$ cat config.mk
export PLATFORM = sky130hd
export DESIGN_NAME = wbrrarbiter
export DESIGN_NICKNAME = d
export VERILOG_FILES = /design/src/rtl/wbrrarbiter.sv
export SDC_FILE = /design/constraint.sdc
export NUM_CORES = 1
export LEC_CHECK = 0
export BUFFER_PORTS_ARGS = -buffer_cell sky130_fd_sc_hd__buf_2
export CORE_AREA = 4 4 110 112
export DETAILED_ROUTE_END_ITERATION = 12
export DIE_AREA = 0 0 114 116
export GPL_TIMING_DRIVEN = 0
export REMOVE_ABC_BUFFERS = 1
export SYNTH_ARGS = -nofsm -noshare
export SYNTH_HDL_FRONTEND = slang
export SYNTH_SLANG_ARGS = --single-unit
$ cat constraint.sdc
create_clock -name i_clk -period 4.35 [get_ports i_clk]
set_clock_uncertainty 0.15 [all_clocks]
set_input_delay 0.2175 -clock i_clk [delete_from_list [all_inputs] [get_ports i_clk]]
set_output_delay 0.2175 -clock i_clk [all_outputs]
set_load 0.01 [all_outputs]
$ cat src/rtl/wbrrarbiter.sv
// Two-master round-robin arbiter for pipelined Wishbone: whole-CYC grants,
// outstanding-request cap and an optional hung-slave abort timer.
//
// state   | meaning
// IDLE    | no owner, both masters stalled
// OWN_A   | master A owns the slave port
// OWN_B   | master B owns the slave port
// ABORT   | owner's cycle killed by timeout, waiting for its cyc to fall
module wbrrarbiter #(
  parameter int AW       = 32,
  parameter int DW       = 32,
  parameter int LGMAXOUT = 5,
  parameter int TIMEOUT  = 0
) (
  input  logic            i_clk,
  input  logic            i_reset,
  input  logic            i_a_cyc,
  input  logic            i_a_stb,
  input  logic            i_a_we,
  input  logic [AW-1:0]   i_a_addr,
  input  logic [DW-1:0]   i_a_data,
  input  logic [DW/8-1:0] i_a_sel,
  output logic            o_a_ack,
  output logic            o_a_stall,
  output logic            o_a_err,
  input  logic            i_b_cyc,
  input  logic            i_b_stb,
  input  logic            i_b_we,
  input  logic [AW-1:0]   i_b_addr,
  input  logic [DW-1:0]   i_b_data,
  input  logic [DW/8-1:0] i_b_sel,
  output logic            o_b_ack,
  output logic            o_b_stall,
  output logic            o_b_err,
  output logic [DW-1:0]   o_rdata,
  output logic            o_cyc,
  output logic            o_stb,
  output logic            o_we,
  output logic [AW-1:0]   o_addr,
  output logic [DW-1:0]   o_data,
  output logic [DW/8-1:0] o_sel,
  input  logic            i_ack,
  input  logic            i_stall,
  input  logic            i_err,
  input  logic [DW-1:0]   i_data,
  output logic [1:0]      o_owner
);

  localparam logic [1:0] S_IDLE  = 2'd0;
  localparam logic [1:0] S_OWN_A = 2'd1;
  localparam logic [1:0] S_OWN_B = 2'd2;
  localparam logic [1:0] S_ABORT = 2'd3;

  localparam logic [1:0] WHO_NONE = 2'd0;
  localparam logic [1:0] WHO_A    = 2'd1;
  localparam logic [1:0] WHO_B    = 2'd2;

  localparam logic [LGMAXOUT-1:0] CNT_ONE = 1;

  logic [1:0]          state, state_n;
  logic [1:0]          owner, owner_n;
  logic [1:0]          last, last_n;
  logic [LGMAXOUT-1:0] cnt;
  logic                full, resp, accept, own;
  logic                sel_a, own_cyc, own_stb, other_cyc;
  logic                timeout_hit;

  assign sel_a     = (owner == WHO_A);
  assign own       = (state == S_OWN_A) || (state == S_OWN_B);
  assign own_cyc   = sel_a ? i_a_cyc : i_b_cyc;
  assign own_stb   = sel_a ? i_a_stb : i_b_stb;
  assign other_cyc = sel_a ? i_b_cyc : i_a_cyc;
  assign full      = &cnt;
  assign resp      = i_ack || i_err;
  assign accept    = o_stb && !i_stall;

  always_comb begin
    o_cyc     = own && own_cyc;
    o_stb     = o_cyc && own_stb && !full;
    o_we      = sel_a ? i_a_we   : i_b_we;
    o_addr    = sel_a ? i_a_addr : i_b_addr;
    o_data    = sel_a ? i_a_data : i_b_data;
    o_sel     = sel_a ? i_a_sel  : i_b_sel;
    o_rdata   = i_data;
    o_owner   = owner;
    // acks are gated by the master's own cyc so a master that walked away
    // mid-burst never sees a late response
    o_a_stall = (state != S_OWN_A) || i_stall || full;
    o_b_stall = (state != S_OWN_B) || i_stall || full;
    o_a_ack   = (state == S_OWN_A) && i_a_cyc && i_ack;
    o_b_ack   = (state == S_OWN_B) && i_b_cyc && i_ack;
    o_a_err   = (state == S_OWN_A) && i_a_cyc && (i_err || timeout_hit);
    o_b_err   = (state == S_OWN_B) && i_b_cyc && (i_err || timeout_hit);
  end

  generate
    if (TIMEOUT > 0) begin : g_timeout
      localparam int TW = (TIMEOUT > 1) ? $clog2(TIMEOUT) : 1;
      localparam logic [TW-1:0] TMR_LAST = TW'(TIMEOUT - 1);
      localparam logic [TW-1:0] TMR_ONE  = 1;
      logic [TW-1:0] tmr;

      // fires in the cycle the idle count would reach TIMEOUT
      assign timeout_hit = o_cyc && (cnt != '0) && !resp && (tmr == TMR_LAST);

      always_ff @(posedge i_clk) begin
        if (i_reset || !o_cyc || (cnt == '0) || resp)
          tmr <= '0;
        else if (!timeout_hit)
          tmr <= tmr + TMR_ONE;
      end
    end else begin : g_no_timeout
      assign timeout_hit = 1'b0;
    end
  endgenerate

  always_comb begin
    state_n = state;
    owner_n = owner;
    last_n  = last;
    case (state)
      S_IDLE: begin
        if (i_a_cyc && (!i_b_cyc || (last == WHO_B))) begin
          state_n = S_OWN_A;
          owner_n = WHO_A;
        end else if (i_b_cyc) begin
          state_n = S_OWN_B;
          owner_n = WHO_B;
        end
      end
      default: begin
        if (!own_cyc) begin
          last_n = owner;
          if (other_cyc) begin
            state_n = sel_a ? S_OWN_B : S_OWN_A;
            owner_n = sel_a ? WHO_B : WHO_A;
          end else begin
            state_n = S_IDLE;
            owner_n = WHO_NONE;
          end
        end else if (own && timeout_hit) begin
          state_n = S_ABORT;
        end
      end
    endcase
  end

  always_ff @(posedge i_clk) begin
    if (i_reset) begin
      state <= S_IDLE;
      owner <= WHO_NONE;
      last  <= WHO_B;
    end else begin
      state <= state_n;
      owner <= owner_n;
      last  <= last_n;
    end
  end

  always_ff @(posedge i_clk) begin
    if (i_reset || !o_cyc)
      cnt <= '0;
    else if (accept && !resp)
      cnt <= cnt + CNT_ONE;
    else if (resp && !accept && (cnt != '0))
      cnt <= cnt - CNT_ONE;
  end

endmodule

Word level (Yosys, flattened, before mapping)
Index checks and enable logic that the tools add are counted.
Operators by class
  add/subtract/negate cells: 2
  equal/unequal tests: 7
  mux-type cells: 15
  bitwise gates (word level): 2
  reduce and logical (&&, ||, !) cells: 34
Operators by type and width (count)
  $mux 32: 2
  $logic_and 1x1->1: 14
  $mux 2: 6
  $mux 5: 2
  $logic_or 1x1->1: 8
  $logic_not 1->1: 6
  $add 5x1->5 const B: 1
  $reduce_and 5->1: 1
  $reduce_bool 5->1: 1
  $sub 5x1->5 const B: 1
  $eq 2x2->1 const B: 2
  $mux 1: 4
  $mux 4: 1
  $ne 2x1->1 const B: 2
  $reduce_and 2->1: 2
  $ne 3x3->1 const B: 1
  $eq 2x1->1 const B: 1
  $logic_not 2->1: 1
  $ne 2x2->1 const B: 1
  $not 1->1: 2
  $reduce_bool 2->1: 1
Word-level totals
  input bits: 179
  logic and storage cells: 63
  register bits: 9
  output and inout port bits: 111

Longest topological paths before layout
  depth after elaboration: 11
  depth in mapped cells: 12
  gate-level depth less buffers: 12

Worst setup path before layout
OpenSTA, ideal clock, no wires.
  path type: reg-to-reg
  start point: register owner[1], in the netlist o_owner[1]
  end point: register cnt[4]
  setup time: 72 ps
  stages on the path, launching flop included: 12
  buffers on the path: 0
  period minus slack after synthesis: 2662 ps
  data arrival time: 2441 ps
  setup slack: 1688 ps
  data required time: 4128 ps
  cell sequence: dfxtp_1 inv_1 ha_1 and3b_1 o21a_1 and3_4 inv_1 fa_1 a21o_1 a21oi_1 mux2i_1 mux2i_1
On the way
  word-level cells in the longest chain between the ends: 10
  elaborated cells on any way between the ends: 17
  classes of those cells: eq/ne: 2; mux: 3; reduce/logical: 12
RTL lines
  start: declaration: RTL line 61  | logic [1:0] owner, owner_n;
  start signal: assignment: RTL line 155  | owner <= owner_n;
  $eq 2x1->1 or $eq 2x2->1 (tied branches)
  $mux 1 or $logic_or 1x1->1 (tied branches)
  $logic_and 1x1->1: RTL line 78  | o_cyc = own && own_cyc;
  $logic_and 1x1->1 (2 in series): RTL line 79  | o_stb = o_cyc && own_stb && !full;
  $logic_and 1x1->1: RTL line 75  | assign accept = o_stb && !i_stall;
  $logic_not 1->1: RTL line 165  | else if (resp && !accept && (cnt != '0))
  $logic_and 1x1->1 (2 in series): RTL line 165
  $reduce_bool 2->1 (no line)
  end signal: assignment: RTL line 164  | cnt <= cnt + CNT_ONE;
  end signal: assignment: RTL line 166  | cnt <= cnt - CNT_ONE;
  end: declaration: RTL line 63  | logic [LGMAXOUT-1:0] cnt;
Parallel ways exist; a longest one is shown, timed or not.
A chain may end at the register's enable or synchronous reset.

Worst setup path in the final report
  start point: register owner[0], in the netlist o_owner[0]
  end point: register cnt[4]
The elaborated chain is that of the path after synthesis.

==> flow_metrics.env <==
export IMPL_clockRootBuffer="clkbuf_16"
export IMPL_rrSetupSlack_ns=0.84
export IMPL_p_comb_share_pct=66.1
export IMPL_worstSetupStartpoint="o_owner[0]$_SDFFE_PP0P_"
export IMPL_multi_input_area_um2=1280
export IMPL_postSynth_asyncResetShare_pct=0
export IMPL_power_internal_mw=0.480
export IMPL_grt_pass1_vias=2162
export IMPL_utilization_pct=25.6
export IMPL_drt_wl_total_um=8180
export IMPL_place_inst=523
export IMPL_arrival_ns=3.52
export IMPL_p_sw_share_pct=38.0
export IMPL_gr_total_overflow=0
export IMPL_hp_class="in2reg"
export IMPL_final_area_um2=2870
export IMPL_endpoint_kind="register"
export IMPL_ios=290
export IMPL_pwr_share_clk_pct=21.2
export IMPL_ys_warn_count=0
export IMPL_die_w_um=114
export IMPL_power_leakage_nw=1.54
export IMPL_synth_seq_cells=9
export IMPL_worstSkewPairLatency_ns=0.23
export IMPL_cts_resized=0
export IMPL_yosysTopAreaCell="mux2_2"
export IMPL_setup_violations_final=0
export IMPL_die_area_um2=13200
export IMPL_track_usage_pct=10.8
export IMPL_worst_pin_slew_ns=0.963
export IMPL_wl_per_cell_um=15.5
export IMPL_path_clk_slew_ns=0.04
export IMPL_fmax_ghz=0.285
export IMPL_cts_hold_buf=0
export IMPL_cp_data_required_time_ns=4.36
export IMPL_route_detailed_drc=0
export IMPL_final_setup_tns_ns=0
export IMPL_fillCellCount=1240
export IMPL_instances_no_fill=527
export IMPL_yosys_top_cells_area="mux2_2 (44%), buf_4 (14%), dfxtp_1 (10%), ha_1 (4.2%), mux2i_1 (3.4%)"
export IMPL_grt_max_degree=78
export IMPL_via_per_inst=4.12
export IMPL_seqPwrFrac_pct=12.7
export IMPL_grt_pass1_wl_um=11300
export IMPL_rsz0062_at_grt="false"
export IMPL_nets=571
export IMPL_grt_antenna_before_repair=0
export IMPL_min_from="i_reset"
export IMPL_outcome="complete, no violations"
export IMPL_yosys_top_cells_count="mux2_2 (69), buf_4 (32), nand2_1 (11)"
export IMPL_num_rows=39
export IMPL_cp_max_fo=77
export IMPL_gp_congestion=0.815
export IMPL_syn_inst=199
export IMPL_maxSlewViolCount=0
export IMPL_die_h_um=116
export IMPL_synth_top_area_share_pct=43.9
export IMPL_port_buffers=225
export IMPL_drtIter0Drc=77
export IMPL_ant_nets=0
export IMPL_p_sw_mw=0.294
export IMPL_pwr_density_cell_nw_per_um2=270
export IMPL_cts_buffers=3
export IMPL_max_vdd_ir_drop_uv=172
export IMPL_initial_utilization_pct=15.8
export IMPL_startpoint_type="register"
export IMPL_dp_hpwl_um=7200
export IMPL_place_area_um2=2790
export IMPL_ys_seq_area_share_pct=10.2
export IMPL_yosys_cell_count_top_type="mux2_2"
export IMPL_dr_pass1_iters=4
export IMPL_rr_startpoint="o_owner[0]$_SDFFE_PP0P_"
export IMPL_drv_cap=0
export IMPL_fin_crit_ns=3.51
export IMPL_h_tree_depth=1
export IMPL_area_growth_pct=62.3
export IMPL_syn_area_um2=1770
export IMPL_avgSynthCellArea_um2=8.89
export IMPL_cts_num_sinks=9
export IMPL_met1_length_um=3160
export IMPL_ff_latch_area_um2=180
export IMPL_maxSlewHeadroom_pct=35.8
export IMPL_finalCritPeriodShare_pct=80.6
export IMPL_crit_type="reg2reg"
export IMPL_coreArea_um2=11200
export IMPL_finalHoldViolations=0
export IMPL_synth_edf_count=0
export IMPL_ctsLongestPathBuffers=2
export IMPL_cts_tree="yes"
export IMPL_highest_layer="met5"
export IMPL_wl_met3_um=1150
export IMPL_dr_wl_met2_um=3750
export IMPL_postCtsSetupBuffers=0
export IMPL_synth_main_ff_cell="dfxtp_1"
export IMPL_vias=2169
export IMPL_ys_types=34
export IMPL_drive_above_1_share_pct=78.1
export IMPL_diodes=0
[flip-flops by register name, indices dropped and copies added (netlist names)]
register and count:
cnt 5, o_owner 2, last 2
[power by group through the flow]
| stage | Combinational (mW) | Clock (mW) | Sequential (mW) |
|---|---|---|---|
| after floorplan | 0.302 | 0 | 0.0982 |
| after global routing | 0.555 | 0.172 | 0.0992 |
| after CTS | 0.522 | 0.167 | 0.0977 |
| final | 0.512 | 0.164 | 0.0981 |
| after detailed placement | 0.518 | 0 | 0.0992 |
| after global placement | 0.521 | 0 | 0.0978 |
[layout by cell type, fill, tap and decap left out, types with 2 or more instances in the layout]
cell type  instances
a21o_1             2
a21oi_1            5
a31oi_1            2
and3_1             6
buf_2            225
clkbuf_16          3
dfxtp_1            9
ha_1               5
inv_1              6
mux2_2            69
mux2i_1            6
nand2_1           11
nand2b_1           2
nor2_1             6
nor2b_1            3
o21ai_0            4
o22ai_1            2
or3_1              2
[path summary, 6_finish.rpt]
kind,endpoint,depth (start not counted)
setup / recovery,cnt[4]$_SDFFE_PP0P_,10
hold reg to reg,cnt[3]$_SDFFE_PP0P_,2
hold / removal,o_owner[0]$_SDFFE_PP0P_,2
setup reg to reg,cnt[4]$_SDFFE_PP0P_,10
[final cells by class]
| cell class | instances | share of cell area (%) |
|---|---|---|
| clock buffers | 4 | 2.75 |
| inverters | 6 | 0.784 |
| well taps | 143 | 6.23 |
| multi-input cells | 140 | 44.7 |
| repair buffers | 225 | 39.2 |
| flip-flops and latches | 9 | 6.27 |
[worst max-delay path, cell delays in order, from the launching register on]
cell,delay [ns]
dfxtp_1,0.49
ha_4,0.79
and3_1,0.29
o21a_1,0.15
and3_4,0.22
inv_1,0.10
fa_1,0.41
a21o_1,0.18
a21oi_1,0.18
mux2i_1,0.25
mux2i_1,0.19
[metal layers]
layer,up-vias,GRT usage [%]
li1,1043,-
met1,964,12.8
met2,154,17.0
met3,6,6.63
met4,2,1.19
met5,-,4.44
[kinds of logic (layout without fill, tap and decap cells)]
group / count (synthesis) / count (layout) / share of synthesized area [%]
muxes: 75 / 75 / 47.3
and+or+nand+nor: 35 / 35 / 10.6
xor gates and xnor gates: 2 / 2 / 0.990
adders and majority gates: 7 / 7 / 5.37
buffers and inverters: 50 / 235 / 17.9
AOI/OAI and AO/OA: 21 / 21 / 7.64
DFF: 9 / 9 / 10.2
[stage by stage]
stage / power [mW] / setup slack (ns) / hold slack, ns
after detailed placement: 0.617 / 0.841 / 0.285
after global routing: 0.826 / 0.605 / 0.0920
after floorplan: 0.400 / -0.0151 / 0.137
final: 0.774 / 0.844 / 0.0685
after CTS: 0.787 / 0.804 / 0.0666
after global placement: 0.619 / -0.686 / 0.285
Power figures use the tool's default switching activity.
